[src/rtl/memory_bus_arbiter_pkg.sv]
// Shared encodings for memory_bus_arbiter: FSM state values and requester IDs.
// Optional build macro ARB_ROUND_ROBIN_EN selects round-robin tie-breaking.
package memory_bus_arbiter_pkg;

   typedef enum logic [1:0] {
      ARB_IDLE = 2'b00,
      ARB_BUSY = 2'b01,
      ARB_DONE = 2'b10
   } arb_state_t;

   localparam logic ARB_REQ_INSTR = 1'b0;
   localparam logic ARB_REQ_DATA  = 1'b1;

endpackage

[src/rtl/memory_bus_arbiter_grant_select.sv]
// Combinational winner choice between the instruction and data requesters.
// A tie goes to the requester that did not win last; a lone request always wins.
module arb_grant_select
   import memory_bus_arbiter_pkg::*;
(
   input  logic i_instr_req,
   input  logic i_data_req,
   input  logic i_last_grant,
   output logic o_any,
   output logic o_winner
);

   always_comb begin
      o_any    = i_instr_req | i_data_req;
      o_winner = ARB_REQ_INSTR;
      if (i_instr_req && i_data_req) begin
         o_winner = ~i_last_grant;
      end else if (i_data_req) begin
         o_winner = ARB_REQ_DATA;
      end
   end

endmodule

[src/rtl/memory_bus_arbiter.sv]
// Shares one memory port between instruction and data requesters, one transaction at a time.
// Build option ARB_ROUND_ROBIN_EN: alternate on ties instead of fixed data priority.
module memory_bus_arbiter
   import memory_bus_arbiter_pkg::*;
#(
   parameter int ADDR_WIDTH = 32,
   parameter int DATA_WIDTH = 32
) (
   input  logic                  clk,
   input  logic                  reset,
   input  logic                  instr_read,
   input  logic                  instr_write,
   input  logic [ADDR_WIDTH-1:0] instr_address,
   input  logic [DATA_WIDTH-1:0] instr_write_data,
   output logic [DATA_WIDTH-1:0] instr_read_data,
   output logic                  instr_response,
   input  logic                  data_read,
   input  logic                  data_write,
   input  logic [ADDR_WIDTH-1:0] data_address,
   input  logic [DATA_WIDTH-1:0] data_write_data,
   output logic [DATA_WIDTH-1:0] data_read_data,
   output logic                  data_response,
   output logic                  mem_read,
   output logic                  mem_write,
   output logic [ADDR_WIDTH-1:0] mem_address,
   output logic [DATA_WIDTH-1:0] mem_write_data,
   input  logic [DATA_WIDTH-1:0] mem_read_data,
   input  logic                  mem_response,
   output logic                  grant,
   output logic                  busy,
   output arb_state_t            dbg_state
);

   arb_state_t            r_state;
   arb_state_t            w_next_state;
   logic                  r_grant;
   logic                  r_op_write;
   logic [ADDR_WIDTH-1:0] r_addr;
   logic [DATA_WIDTH-1:0] r_wdata;
   logic [DATA_WIDTH-1:0] r_instr_rdata;
   logic [DATA_WIDTH-1:0] r_data_rdata;
   logic                  w_instr_req;
   logic                  w_data_req;
   logic                  w_any;
   logic                  w_winner;
   logic                  w_last_grant;

   assign w_instr_req = instr_read | instr_write;
   assign w_data_req  = data_read  | data_write;

`ifdef ARB_ROUND_ROBIN_EN
   logic r_rr_ptr;

   // Remembers the owner of the last completed transaction; abandoned ones do not count.
   always_ff @(posedge clk) begin
      if (!reset) begin
         r_rr_ptr <= ARB_REQ_INSTR;
      end else if (r_state == ARB_DONE) begin
         r_rr_ptr <= r_grant;
      end
   end

   assign w_last_grant = r_rr_ptr;
`else
   assign w_last_grant = ARB_REQ_INSTR;
`endif

   arb_grant_select u_grant_select (
      .i_instr_req  (w_instr_req),
      .i_data_req   (w_data_req),
      .i_last_grant (w_last_grant),
      .o_any        (w_any),
      .o_winner     (w_winner)
   );

   always_ff @(posedge clk) begin
      if (!reset) begin
         r_state <= ARB_IDLE;
      end else begin
         r_state <= w_next_state;
      end
   end

   always_comb begin
      w_next_state = r_state;
      unique case (r_state)
         ARB_IDLE: if (w_any) w_next_state = ARB_BUSY;
         ARB_BUSY: if (mem_response) w_next_state = ARB_DONE;
         ARB_DONE: w_next_state = ARB_IDLE;
         default:  w_next_state = ARB_IDLE;
      endcase
   end

   // Request fields are frozen at grant so the owner may change them while BUSY.
   always_ff @(posedge clk) begin
      if (!reset) begin
         r_grant       <= ARB_REQ_INSTR;
         r_op_write    <= 1'b0;
         r_addr        <= '0;
         r_wdata       <= '0;
         r_instr_rdata <= '0;
         r_data_rdata  <= '0;
      end else begin
         if (r_state == ARB_IDLE && w_any) begin
            r_grant <= w_winner;
            if (w_winner == ARB_REQ_DATA) begin
               r_op_write <= data_write;
               r_addr     <= data_address;
               r_wdata    <= data_write_data;
            end else begin
               r_op_write <= instr_write;
               r_addr     <= instr_address;
               r_wdata    <= instr_write_data;
            end
         end
         if (r_state == ARB_BUSY && mem_response && !r_op_write) begin
            if (r_grant == ARB_REQ_DATA) begin
               r_data_rdata <= mem_read_data;
            end else begin
               r_instr_rdata <= mem_read_data;
            end
         end
      end
   end

   assign mem_read        = (r_state == ARB_BUSY) && !r_op_write;
   assign mem_write       = (r_state == ARB_BUSY) &&  r_op_write;
   assign mem_address     = r_addr;
   assign mem_write_data  = r_wdata;
   assign instr_response  = (r_state == ARB_DONE) && (r_grant == ARB_REQ_INSTR);
   assign data_response   = (r_state == ARB_DONE) && (r_grant == ARB_REQ_DATA);
   assign instr_read_data = r_instr_rdata;
   assign data_read_data  = r_data_rdata;
   assign grant           = r_grant;
   assign busy            = (r_state != ARB_IDLE);
   assign dbg_state       = r_state;

endmodule

[config.mk]
export PLATFORM = sky130hd
export DESIGN_NAME = memory_bus_arbiter
export DESIGN_NICKNAME = d
export VERILOG_FILES = /design/src/rtl/memory_bus_arbiter_pkg.sv /design/src/rtl/memory_bus_arbiter_grant_select.sv /design/src/rtl/memory_bus_arbiter.sv
export SDC_FILE = /design/constraint.sdc
export NUM_CORES = 1
export LEC_CHECK = 0
export ABC_AREA = 1
export CORE_MARGIN = 2
export CORE_UTILIZATION = 42
export DETAILED_ROUTE_END_ITERATION = 16
export HOLD_SLACK_MARGIN = 0.1
export PLACE_DENSITY = 0.88
export SETUP_SLACK_MARGIN = 0.05
export SYNTH_ARGS = -nofsm -noshare
export SYNTH_HDL_FRONTEND = slang
export SYNTH_SLANG_ARGS = --single-unit
[constraint.sdc]
create_clock -name clk -period 1.4 [get_ports clk]
set_input_delay 0.28 -clock clk [delete_from_list [all_inputs] [get_ports clk]]
set_output_delay 0.28 -clock clk [all_outputs]
set_load 0.03 [all_outputs]
; ---- Yosys cells after proc, flatten, opt, wreduce, memory -nomap -nowiden
; Cells that the tools add are included.
[classes]
eq_ne = 4
n_mux = 8
n_bitwise = 4
n_reduce_logical = 14
[op_table]
columns = op, n
row1 = 32-bit 2-to-1 mux, 2
row2 = 1-bit logical AND, 8
row3 = 2-bit AND reduction, 3
row4 = 2-bit 2-to-1 mux, 2
row5 = 2-bit != test (second input constant), 2
row6 = 2-bit one-hot mux with 2 select lines, 1
row7 = 1-bit 2-to-1 mux, 3
row8 = 1-bit OR, 3
row9 = 2-bit by 1-bit equality test with 1-bit output (second input constant), 1
row10 = 2-bit equality test (second input constant), 1
row11 = 2-bit zero test, 1
row12 = 2-bit nonzero test, 1
row13 = 1-bit zero test, 1
row14 = 1-bit inverter, 1
[word_totals]
reg_bits = 132
input_bits = 167
out_inout_bits = 136
elab_cells = 37

; ---- Longest topological paths before layout
[logic_depth]
depth_word = 4
ltp_mapped = 8
mapped_depth_nobuf = 6

; ---- By module
; Synthesis repeated with hierarchy kept, for this count alone.
[unflattened]
hier_cells = 1028
area_unflattened_um2 = 6518.8
[by_module_without_submodules]
columns = mod, n_inst, cells_per_inst, area_each_um2, seq_area_each_um2
row1 = memory_bus_arbiter, 1, 1025, 6503.7, 2642.5
row2 = arb_grant_select, 1, 3, 15.0, 0.0

; ---- Least setup slack after synthesis
; No wires, ideal clock.
[synth_path]
kind = flip-flop to output port
start = register r_grant (netlist: grant)
end = output port data_response
arrival_time_ns = 1.803
required_time_ns = 1.120
path_slack_ns = -0.683
path_stages_with_launch = 5
n_path_buf = 2
path_cell_list = dfxtp_1 > buf_2 > clkinv_1 > clkbuf_1 > nor3_1
[synth_between]
elab_chain_cells = 1
[synth_rtl]
columns = item, line_no
row1 = start: declaration, memory_bus_arbiter.sv:36  ; logic r_grant;
row2 = start signal: assignment, memory_bus_arbiter.sv:105  ; r_grant <= w_winner;
row3 = 1-bit logical AND, memory_bus_arbiter.sv:131  ; assign data_response = (r_state == ARB_DONE) && (r_grant == ARB_REQ_DATA);
row4 = end: declaration, memory_bus_arbiter.sv:22  ; output logic data_response,
; No other way between the ends.

; ---- Final worst setup path
[layout_path]
start = register r_state[0] (netlist: dbg_state[0])
end = output port data_response
[layout_between]
elab_chain_cells = 2
[layout_rtl]
columns = item, line_no
row1 = start: declaration, memory_bus_arbiter.sv:34  ; arb_state_t r_state;
row2 = start signal: assignment, memory_bus_arbiter.sv:80  ; r_state <= w_next_state;
row3 = 2-bit equality test, memory_bus_arbiter.sv:131
row4 = 1-bit logical AND, memory_bus_arbiter.sv:131
; No other way between the ends.

==> summary.md <==
| Metric | Value |
|---|---|
| Final setup violation count | 51 |
| CTS tree | built |
| Crit. End Element | output pin |
| CTS Buffer Depth | 2 |
| Max capacitance violation total | 0 |
| Via count | 7795 |
| Top post-synthesis cells by count | nand2_1 (454), inv_1 (232), nor2_1 (200) |
| Reg2reg start | dbg_state[0]$_SDFFE_PN0P_ |
| Worst-margin pin slew | 0.401 ns |
| Antenna cells | 0 |
| Yosys cell types | 16 |
| Clock-pin slew of the registers on the worst-case setup and hold paths | 0.06 ns |
| RSZ-0062 raised after global routing | yes |
| Ys async rst share | 0% |
| Post-synth top area share | 39.7% |
| Syn_nets | 1322 |
| Post-Place Cell Area | 10200 µm² |
| YS warnings | 0 |
| Seq cells post-synth | 132 |
| Overall die height | 130 µm |
| CTS Root Cell | clkbuf_16 |
| Synth area leader | dfxtp_1 |
| Post-Route WL | 23.4 mm |
| Vias in the first global route | 6944 |
| WS Path Type | reg2out |
| Post-Synthesis Cells | 1155 |
| 1st-pass router iterations | 7 |
| # fillers | 1199 |
| Required time of the worst setup path | 1.12 ns |
| Routed WL per cell | 13.8 µm |
| Grt ovf | 0 |
| ANT nets after route | 0 |
| First-pass GRT wire length | 32.2 mm |
| Hold/Removal Path Class | in2reg |
| Period utilization | 112% |
| CTS H-Tree Depth | 4 |
| Hold_buf cts | 0 |
| Count leader, synth | nand2_1 |
| Initial Util | 43.4% |
| Worst Skew | 0.00881 ns |
| Worst skew pair latency | 0.42 ns |
| Leak | 5.84 nW |
| Total CTS buffers | 17 |
| Minimum clock period | 1.57 ns |
| Clock sink count | 132 |
| Worst-path fanout max | 5 |
| Data arrival, critical path | 1.29 ns |
| GP Congestion | 0.873 |
| Detailed placer's ending HPWL | 14.8 mm |
| Syn-to-layout area delta | 65.2% |
| Achievable Freq | 0.637 GHz |
| Remaining DRCs | 0 |
| # IOs | 303 |
| Largest net degree at the start of global routing | 53 |
| Layout net count | 1643 |
| Status | finished, violations left |
| Largest cells by area after synthesis | dfxtp_1 (40%), nand2_1 (26%), inv_1 (13%) |
| Cell area after layout | 11000 µm² |
| Initial antenna violation count | 0 |
| Hold Slack | 0.202 ns |
| WHS Endpoint | mem_address[5]$_SDFFE_PN0P_ |
| Worst vdd rail ir drop | 0.836 mV |
| Flop2flop setup slack | -0.06 ns |
| Top FF cell, synth | dfxtp_1 |
| CP startpoint kind | register |
| Die X | 130 µm |
| Avg Cell Area, Syn | 5.76 µm² |
| Core area | 15300 µm² |
| Row cnt | 45 |
| Pwr/cell area | 1130 nW/µm² |
| Number of DRC markers in iteration 0 | 512 |
| Die ar. | 16900 µm² |
| Final WS setup | -0.169 ns |
| Failing checks | negative setup slack |
| Max transition margin | 73.3% |
| Sequential cell area fraction in the yosys report | 39.7% |
| HP Start | reset |
| Final slew viol count | 0 |
| Post-Syn Area | 6650 µm² |
| Share of final-layout standard cells stronger than drive strength 1 | 18.8% |
| Reg2reg end | instr_read_data[13]$_SDFFE_PN0P_ |
| Hold Crit Depth | 3 |
| Setup TNS | -1.59 ns |
| Reg2reg path depth | 10 |
| All-Layer GR Usage | 24.0% |
| Via density | 4.59 |
| Final hold vios | 0 |
| Post-synth EDFFs | 0 |
| I/O Buffers | 302 |
-- final cells by class --
type / count / area (µm²) / area share [%]
Clock buffer: 19 / 453 / 4.12
Clock inverter: 13 / 134 / 1.22
Inverter: 233 / 878 / 8.00
Multi-Input combinational cell: 732 / 3050 / 27.7
Sequential cell: 132 / 2660 / 24.2
Tap cell: 211 / 264 / 2.40
Timing Repair Buffer: 360 / 3550 / 32.3
-- kinds of logic (layout without fill, tap and decap cells) --
group                  after synthesis  count (layout)  share of synthesized area (%)
AO/OA/AOI/OAI                        2               2                          0.151
AND/OR/NAND/NOR                    727             730                           42.6
buffers and inverters              294             625                           17.5
flip-flops                         132             132                           39.7
-- power breakdown --
group          switching, mW  total (mW)  internal (mW)
Clock                   1.69        4.39           2.70
Combinational           2.13        3.75           1.61
Sequential             0.196        4.28           4.09
-- critical path, stage by stage, from the launching register on --
cell and delay, ns:
dfxtp_4 0.36, buf_6 0.13, nor3_4 0.23, buf_12 0.15
-- state kept, by name, indices dropped and copies added (netlist names) --
name,cells
mem_write_data,32
dbg_state,2
data_read_data,32
instr_read_data,32
grant,1
mem_address,32
r_op_write,1
-- cell usage in the layout, fill, tap and decap left out, types with 3 or more instances in the layout --
cell type,n
buf_12,25
buf_2,102
buf_4,20
buf_6,13
buf_8,4
clkbuf_16,29
clkdlybuf4s15_2,15
clkdlybuf4s18_2,3
clkdlybuf4s50_1,163
clkinv_2,6
clkinv_4,3
clkinvlp_4,3
dfxtp_1,128
dfxtp_4,3
inv_1,227
inv_2,4
nand2_1,447
nand2_2,5
nand2_4,3
nand3_1,65
nor2_1,173
nor2_2,23
nor2_4,6
nor3_4,3
-- timing repair --
item | CTS | global route
gates cloned | 0 | 22
setup endpoints to repair | 127 | 158
gates resized for setup | 475 | 158
endpoints found under the hold margin | 0 | 0
buffers inserted | 7 | 3
pin swaps | 4 | 47
-- per-layer routing --
| layer | routed length [µm] | global-route usage (%) | vias up | part of all wire, % |
|---|---|---|---|---|
| li1 | - | - | 3915 | - |
| met1 | 8770 | 26.4 | 3377 | 37 |
| met2 | 11700 | 43.2 | 414 | 50 |
| met3 | 1960 | 6.11 | 89 | 8.4 |
| met4 | 1020 | 11.6 | 0 | 4.3 |
| met5 | 0 | 0 | - | 0 |
-- stage by stage --
stage / power (mW) / std cells / setup WS, ns / utilization (%)
after floorplan: 6.20 / 1155 / 0.0280 / -
after global placement: 7.76 / 1636 / -0.358 / 66.4
after detailed placement: 7.82 / 1636 / -0.400 / 66.4
after CTS: 12.1 / 1675 / -0.193 / 70.2
after global routing: 13.0 / 1700 / -0.214 / 71.7
final: 12.4 / 1700 / -0.169 / 71.7
-- worst max path at each step --
stage	from	cells after the start	end	slack, ns
floorplan	grant$_SDFFE_PN0P_	4	data_response	0.03
global placement	data_write	7	r_op_write$_SDFFE_PN0P_	-0.36
detailed placement	data_write	7	r_op_write$_SDFFE_PN0P_	-0.40
CTS	dbg_state[0]$_SDFFE_PN0P_	3	data_response	-0.19
global route	dbg_state[1]$_SDFFE_PN0P_	4	data_response	-0.21
finish	dbg_state[0]$_SDFFE_PN0P_	3	data_response	-0.17
No activity file was read; power rests on OpenSTA's default activity.
